File: src/rtl/neuron_pkg.sv
`default_nettype none
// ============================================================================
// neuron_pkg
// Shared state encoding and arithmetic helpers for neuron_mac_stream.
// Revision: 1.0
// ============================================================================
package neuron_pkg;

    typedef enum logic [2:0] {
        IDLE   = 3'd0,
        ACCUM  = 3'd1,
        DRAIN  = 3'd2,
        FINISH = 3'd3,
        OUT    = 3'd4
    } state_t;

    localparam int c_max_lanes = 16;

    // LANES is a power of two, so the ceiling divide reduces to a shift.
    function automatic int beats_for(input int n_inputs, input int lanes);
        return (n_inputs + lanes - 1) >> $clog2(lanes);
    endfunction

    function automatic logic [c_max_lanes-1:0] last_beat_mask(input int n_inputs, input int lanes);
        int                     live;
        logic [c_max_lanes-1:0] mask;
        live = n_inputs - ((beats_for(n_inputs, lanes) - 1) << $clog2(lanes));
        mask = '0;
        for (int i = 0; i < c_max_lanes; i++) begin
            mask[i] = (i < live);
        end
        return mask;
    endfunction

    function automatic logic signed [63:0] sat_clip(input logic signed [63:0] value, input int bits);
        logic signed [63:0] hi;
        logic signed [63:0] lo;
        hi = (64'sd1 <<< (bits - 1)) - 64'sd1;
        lo = -(64'sd1 <<< (bits - 1));
        if (value > hi) begin
            return hi;
        end
        if (value < lo) begin
            return lo;
        end
        return value;
    endfunction

    function automatic logic sat_hit(input logic signed [63:0] value, input int bits);
        logic signed [63:0] hi;
        logic signed [63:0] lo;
        hi = (64'sd1 <<< (bits - 1)) - 64'sd1;
        lo = -(64'sd1 <<< (bits - 1));
        return (value > hi) || (value < lo);
    endfunction

endpackage
`default_nettype wire

File: src/rtl/neuron_lane_tree.sv
`default_nettype none
// ============================================================================
// neuron_lane_tree
// Registered LANES-wide signed multiply feeding a balanced combinational adder tree.
// Revision: 1.0
// ============================================================================
module neuron_lane_tree #(
    parameter int LANES     = 4,
    parameter int DATA_BITS = 9,
    parameter int W_BITS    = 16,
    parameter int SUM_BITS  = 27
) (
    input  logic                         clk,
    input  logic                         rstn,
    input  logic                         en,
    input  logic [LANES*DATA_BITS-1:0]   data,
    input  logic [LANES*W_BITS-1:0]      weight,
    input  logic [LANES-1:0]             lane_mask,
    output logic signed [SUM_BITS-1:0]   sum,
    output logic                         sum_valid
);
    localparam int c_prod_bits = DATA_BITS + W_BITS;

    logic signed [c_prod_bits-1:0] w_prod [LANES];
    logic signed [c_prod_bits-1:0] r_prod [LANES];
    logic signed [SUM_BITS-1:0]    w_node [2*LANES-1];
    logic                          r_valid;

    always_comb begin
        for (int l = 0; l < LANES; l++) begin
            w_prod[l] = c_prod_bits'($signed(data[l*DATA_BITS +: DATA_BITS]))
                      * c_prod_bits'($signed(weight[l*W_BITS +: W_BITS]));
        end
    end

    always_ff @(posedge clk or negedge rstn) begin
        if (!rstn) begin
            for (int l = 0; l < LANES; l++) begin
                r_prod[l] <= '0;
            end
            r_valid <= 1'b0;
        end else begin
            r_valid <= en;
            if (en) begin
                for (int l = 0; l < LANES; l++) begin
                    r_prod[l] <= lane_mask[l] ? w_prod[l] : '0;
                end
            end
        end
    end

    // Heap-ordered tree: leaves sit at LANES-1.., node i sums children 2i+1 and 2i+2.
    always_comb begin
        for (int l = 0; l < LANES; l++) begin
            w_node[LANES-1+l] = SUM_BITS'(r_prod[l]);
        end
        for (int i = LANES - 2; i >= 0; i--) begin
            w_node[i] = w_node[2*i+1] + w_node[2*i+2];
        end
    end

    assign sum       = w_node[0];
    assign sum_valid = r_valid;

endmodule
`default_nettype wire

File: src/rtl/neuron_mac_stream.sv
`default_nettype none
// ============================================================================
// neuron_mac_stream
// Self-sequenced multi-lane neuron: streamed dot product, bias, rescale, saturate, ReLU.
// Revision: 1.0
// ============================================================================
module neuron_mac_stream
    import neuron_pkg::*;
#(
    parameter int N_INPUTS   = 784,
    parameter int LANES      = 4,
    parameter int DATA_BITS  = 9,
    parameter int W_BITS     = 16,
    parameter int B_BITS     = 24,
    parameter int ACC_BITS   = 48,
    parameter int FRAC_SHIFT = 8,
    parameter int OUT_BITS   = 17
) (
    input  logic                         clk,
    input  logic                         rstn,
    input  logic                         start,
    input  logic                         act_en,
    input  logic signed [B_BITS-1:0]     bias,
    input  logic                         in_valid,
    output logic                         in_ready,
    input  logic [LANES*DATA_BITS-1:0]   in_data,
    input  logic [LANES*W_BITS-1:0]      in_weight,
    output logic                         out_valid,
    input  logic                         out_ready,
    output logic signed [OUT_BITS-1:0]   out_data,
    output logic                         out_sat,
    output logic                         busy
);
    localparam int c_beats    = beats_for(N_INPUTS, LANES);
    localparam int c_cnt_bits = $clog2(c_beats + 1);
    localparam int c_sum_bits = DATA_BITS + W_BITS + $clog2(LANES);
    localparam int c_ext_bits = ACC_BITS + 1;
    localparam logic [c_max_lanes-1:0] c_last_mask = last_beat_mask(N_INPUTS, LANES);
    localparam logic [c_cnt_bits-1:0]  c_last_beat = c_cnt_bits'(c_beats - 1);

    if ((LANES < 1) || (LANES > c_max_lanes) || ((LANES & (LANES - 1)) != 0) || (N_INPUTS < 1)
        || (ACC_BITS < DATA_BITS + W_BITS + $clog2(N_INPUTS) + 1) || (ACC_BITS > 62)
        || (c_sum_bits > ACC_BITS) || (OUT_BITS < 2) || (OUT_BITS > 63)) begin : g_param_check
        $error("neuron_mac_stream: illegal parameter combination");
    end

    state_t                          r_state;
    state_t                          w_state_nx;
    logic [c_cnt_bits-1:0]           r_beat;
    logic                            r_drain;
    logic                            r_act;
    logic signed [B_BITS-1:0]        r_bias;
    logic signed [ACC_BITS-1:0]      r_acc;
    logic                            w_accept;
    logic                            w_last;
    logic [LANES-1:0]                w_mask;
    logic signed [c_sum_bits-1:0]    w_tree_sum;
    logic                            w_tree_valid;
    logic signed [c_ext_bits-1:0]    w_biased;
    logic signed [c_ext_bits-1:0]    w_shifted;
    logic signed [63:0]              w_wide;
    logic signed [63:0]              w_clip;
    logic                            w_clipped;

    assign in_ready = (r_state == ACCUM);
    assign busy     = (r_state != IDLE);
    assign w_accept = in_valid && in_ready;
    assign w_last   = (r_beat == c_last_beat);
    assign w_mask   = w_last ? c_last_mask[LANES-1:0] : {LANES{1'b1}};

    neuron_lane_tree #(
        .LANES     (LANES),
        .DATA_BITS (DATA_BITS),
        .W_BITS    (W_BITS),
        .SUM_BITS  (c_sum_bits)
    ) u_lane_tree (
        .clk       (clk),
        .rstn      (rstn),
        .en        (w_accept),
        .data      (in_data),
        .weight    (in_weight),
        .lane_mask (w_mask),
        .sum       (w_tree_sum),
        .sum_valid (w_tree_valid)
    );

    // One extra bit so the bias add cannot wrap before the shift and clip.
    assign w_biased  = c_ext_bits'(r_acc) + c_ext_bits'(r_bias);
    assign w_shifted = w_biased >>> FRAC_SHIFT;
    assign w_wide    = 64'(w_shifted);
    assign w_clip    = sat_clip(w_wide, OUT_BITS);
    assign w_clipped = sat_hit(w_wide, OUT_BITS);

    always_ff @(posedge clk or negedge rstn) begin
        if (!rstn) begin
            r_state <= IDLE;
        end else begin
            r_state <= w_state_nx;
        end
    end

    always_comb begin
        w_state_nx = r_state;
        case (r_state)
            IDLE:    if (start) w_state_nx = ACCUM;
            ACCUM:   if (w_accept && w_last) w_state_nx = DRAIN;
            DRAIN:   if (r_drain) w_state_nx = FINISH;
            FINISH:  w_state_nx = OUT;
            OUT:     if (out_ready) w_state_nx = IDLE;
            default: w_state_nx = IDLE;
        endcase
    end

    always_ff @(posedge clk or negedge rstn) begin
        if (!rstn) begin
            r_beat    <= '0;
            r_drain   <= 1'b0;
            r_act     <= 1'b0;
            r_bias    <= '0;
            r_acc     <= '0;
            out_valid <= 1'b0;
            out_data  <= '0;
            out_sat   <= 1'b0;
        end else begin
            case (r_state)
                IDLE: begin
                    if (start) begin
                        r_beat <= '0;
                        r_acc  <= '0;
                        r_bias <= bias;
                        r_act  <= act_en;
                    end
                end
                ACCUM: begin
                    if (w_accept) r_beat <= r_beat + 1'b1;
                end
                DRAIN: begin
                    r_drain <= ~r_drain;
                end
                FINISH: begin
                    out_data  <= (r_act && (w_clip < 0)) ? '0 : OUT_BITS'(w_clip);
                    out_sat   <= w_clipped;
                    out_valid <= 1'b1;
                end
                OUT: begin
                    if (out_ready) out_valid <= 1'b0;
                end
                default: ;
            endcase
            if (w_tree_valid) begin
                r_acc <= r_acc + ACC_BITS'(w_tree_sum);
            end
        end
    end

endmodule
`default_nettype wire
File: config.mk
export PLATFORM = sky130hd
export DESIGN_NAME = neuron_mac_stream
export DESIGN_NICKNAME = d
export VERILOG_FILES = /design/src/rtl/neuron_pkg.sv /design/src/rtl/neuron_lane_tree.sv /design/src/rtl/neuron_mac_stream.sv
export SDC_FILE = /design/constraint.sdc
export NUM_CORES = 2
export LEC_CHECK = 0
export BUFFER_PORTS_ARGS = -buffer_cell sky130_fd_sc_hd__buf_4
export CORE_MARGIN = 3
export CORE_UTILIZATION = 35
export DETAILED_ROUTE_END_ITERATION = 16
export GPL_TIMING_DRIVEN = 0
export PLACE_DENSITY = 0.55
export SLEW_MARGIN = 10
export SYNTH_ARGS = -nofsm -noshare
export SYNTH_HDL_FRONTEND = slang
export SYNTH_SLANG_ARGS = --single-unit
File: constraint.sdc
create_clock -name clk -period 10.6 [get_ports clk]
set_clock_uncertainty 0.05 [all_clocks]
set_input_delay 2.12 -clock clk [delete_from_list [all_inputs] [get_ports clk]]
set_output_delay 2.12 -clock clk [all_outputs]
set_load 0.02 [all_outputs]
==> impl_metrics.tcl <==
set metrics [dict create \
    coreArea_mm2 0.0989 \
    gr-usage-all-layers_pct 18.2 \
    hold_viol_final 0 \
    synth_top_family_by_area "adder cells" \
    wire_per_inst_um 17.6 \
    diodes 0 \
    cts_hold_buffers 0 \
    cts_buffer_depth 3 \
    io_buffers 110 \
    synth_fa_ha_area_share_pct 46.0 \
    synth_xor_area_share_pct 4.47 \
    synthMuxAreaShare_pct 0.321 \
    seq_area_frac_synth_pct 14.6 \
    ys_ff_latch 205 \
    post-cts-setup-buffers 0 \
    final_cells 5257 \
    synth_edf_count 0 \
    clock-sinks 205 \
    grt_pass1_vias 27156 \
    drv_cap 0 \
    rsz0062_at_grt "no" \
    stdcell_area_mm2 0.0385 \
    status "finished, final reports clean" \
    setup_viol 0 \
    ios 151 \
    dp_hpwl_mm 77.2 \
    critical_path_class "in2reg" \
    yosysWarnings 0 \
    drtIter0Drc 1473 \
    initial_utilization_pct 35.5 \
    grt_remaining_overflow 0 \
    cp_max_fo 10 \
    synthArstFlopShare_pct 100 \
    fin_crit_ns 8.15 \
    cts_tree "done" \
    relSlewSlack_pct 24.8 \
    grt_pass1_wl_mm 150 \
    synthesis.nets 4861 \
    via_per_inst 4.98 \
    ys.flop_type "dfrtp_1" \
    dieHeight_um 323 \
    drv_slew 0 \
    totalWireLength_mm 92.7 \
    cts_made_buffers 25 \
    cp-end-kind "flip-flop" \
    cp_data_arrival_time_ns 8.51 \
    setup_tns_ns 0 \
    yosys.area_share.simple_pct 16.4 \
    gp_congestion 0.863 \
    antenna_found_initial 3 \
    first_pass_iters 5 \
    fmax_ghz 0.123 \
    vias 26162 \
    fp-row-count 115 \
    clkSlewWorstSetupHoldPaths_ns 0.07 \
    synth_cell_types 79 \
    area_growth_pct 9.81 \
    drive_gt1_share_pct 4.84 \
    die_w_um 323 \
    fill_cells 10061 \
    post_cts_resized 0 \
    synth-compound-area-share_pct 10.4 \
    synthCells 3810 \
    cts_max_level 1 \
    drc 0 \
    dp_cells 5212 \
    fin_nets 5003 \
    startpoint_type "primary input" \
    dieArea_mm2 0.104 \
    cts_root_buf "clkbuf_16" \
    insertion_delay_ns 0.54 \
    tightest_slew_ns 1.13 \
    ant_nets 0 \
    hold_class "reg2reg" \
    syn-cell-area_mm2 0.0351 \
    r2r_slack_ns 4.48 \
    postSynthAreaPerCell_um2 9.21 \
    critPathRequiredTime_ns 10.96 \
    grt_max_degree 105 \
    place_area_mm2 0.0376 \
    hold_slack_ns 0.422 \
    timing.final.crit_share_pct 76.9 \
]
-- state kept, by name (all words and copies together), names as in the netlist --
signal / count
out_data: 17
out_sat: 1
out_valid: 1
r_acc: 48
r_act: 1
r_beat: 8
r_bias: 24
r_drain: 1
r_state: 3
u_lane_tree.r_prod: 100
u_lane_tree.sum_valid: 1
-- Yosys cell counts, drive strengths merged, types with 45 or more instances --
| cell | count | share of area [%] |
|---|---|---|
| nor2 | 98 | 1.0 |
| fa | 616 | 35 |
| nand2b | 54 | 0.96 |
| clkbuf | 125 | 1.3 |
| and2 | 237 | 4.2 |
| o21ai | 146 | 2.1 |
| a21oi | 141 | 2.0 |
| inv | 586 | 6.3 |
| a21o | 64 | 1.4 |
| ha | 305 | 11 |
| nand3 | 45 | 0.66 |
| xor2 | 57 | 1.4 |
| nand2 | 629 | 6.7 |
| xnor2 | 122 | 3.0 |
| dfrtp | 205 | 15 |
-- cell families (layout without fill, tap and decap cells) --
family,after synthesis,in the layout
compound gates,553,553
simple gates,1215,1215
xor+xnor,179,179
fa+ha+maj,921,921
flops,205,205
mux,11,11
buf+inv,726,886
-- cell usage in the layout, fill, tap and decap left out, types with 10 or more instances in the layout --
master,synthesis,final
o31ai_1,12,12
nor2b_1,21,21
o21bai_1,30,30
clkbuf_1,125,126
ha_1,305,305
and2_1,237,237
inv_1,586,586
nand2b_1,54,54
a21o_1,64,64
nor3_1,37,37
a31oi_1,24,24
o211ai_1,11,11
nand2_1,628,628
fa_1,616,616
clkbuf_16,0,25
or3_1,11,11
a21oi_1,140,140
and3_1,23,23
a211oi_1,17,17
xor2_1,57,57
nand3_1,44,44
nor2_1,98,98
o21ai_0,141,141
xnor2_1,122,122
nand4_1,15,15
dfrtp_1,205,201
buf_1,10,10
a221o_1,19,19
a22o_1,23,23
buf_4,0,109
-- routing by layer --
| layer | vias up | track usage [%] | wire (µm) |
|---|---|---|---|
| li1 | 12397 | - | - |
| met1 | 13240 | 26.4 | 44400 |
| met2 | 442 | 29.9 | 43200 |
| met3 | 77 | 1.82 | 3650 |
| met4 | 6 | 2.75 | 1480 |
| met5 | - | 0 | 41 |
-- worst paths after layout --
check	startpoint	end	cells past startpoint
min reg2reg	r_act	r_act	2
max	in_data[18]	u_lane_tree.r_prod[49]	23
max reg2reg	r_bias[23]	out_data[13]	19
min	r_act	r_act	2
max in group asynchronous	rstn	u_lane_tree.r_prod[24]	2
min in group asynchronous	rstn	r_acc[42]	1
-- final cells by class --
cell class | instances | area [µm²] | share of cell area, %
Buffer | 139 | 533 | 1.38
Clock buffer | 28 | 657 | 1.71
Clock inverter | 17 | 221 | 0.575
Inverter | 587 | 2200 | 5.72
Multi-Input combinational cell | 2879 | 27200 | 70.6
Sequential cell | 205 | 5130 | 13.3
Tap cell | 1287 | 1610 | 4.18
Timing Repair Buffer | 115 | 948 | 2.46
-- critical path, cell delays in order --
cell and delay [ns]:
buf_4 0.16, clkbuf_1 0.47, nand2_1 0.16, fa_1 0.55
inv_1 0.06, fa_1 0.49, inv_1 0.06, fa_1 0.53
inv_1 0.05, fa_1 0.52, fa_1 0.43, ha_1 0.30
inv_1 0.09, o21bai_1 0.08, a21oi_1 0.24, o21bai_1 0.15
a211oi_1 0.34, nor3_1 0.18, o41a_1 0.48, or4_1 0.44
a31oi_1 0.21, xnor2_1 0.28, o21ai_1 0.10
-- per-stage QoR --
| stage | util, % | setup slack (ns) |
|---|---|---|
| after floorplan | - | 3.02 |
| after CTS | 39.0 | 2.49 |
| after global placement | 38.0 | 1.98 |
| after global routing | 39.0 | 2.09 |
| after detailed placement | 38.1 | 1.93 |
| final | 39.0 | 2.45 |
Power is not shown: default switching activity piles up to over one toggle a cycle in this logic, so the estimate is an artifact.
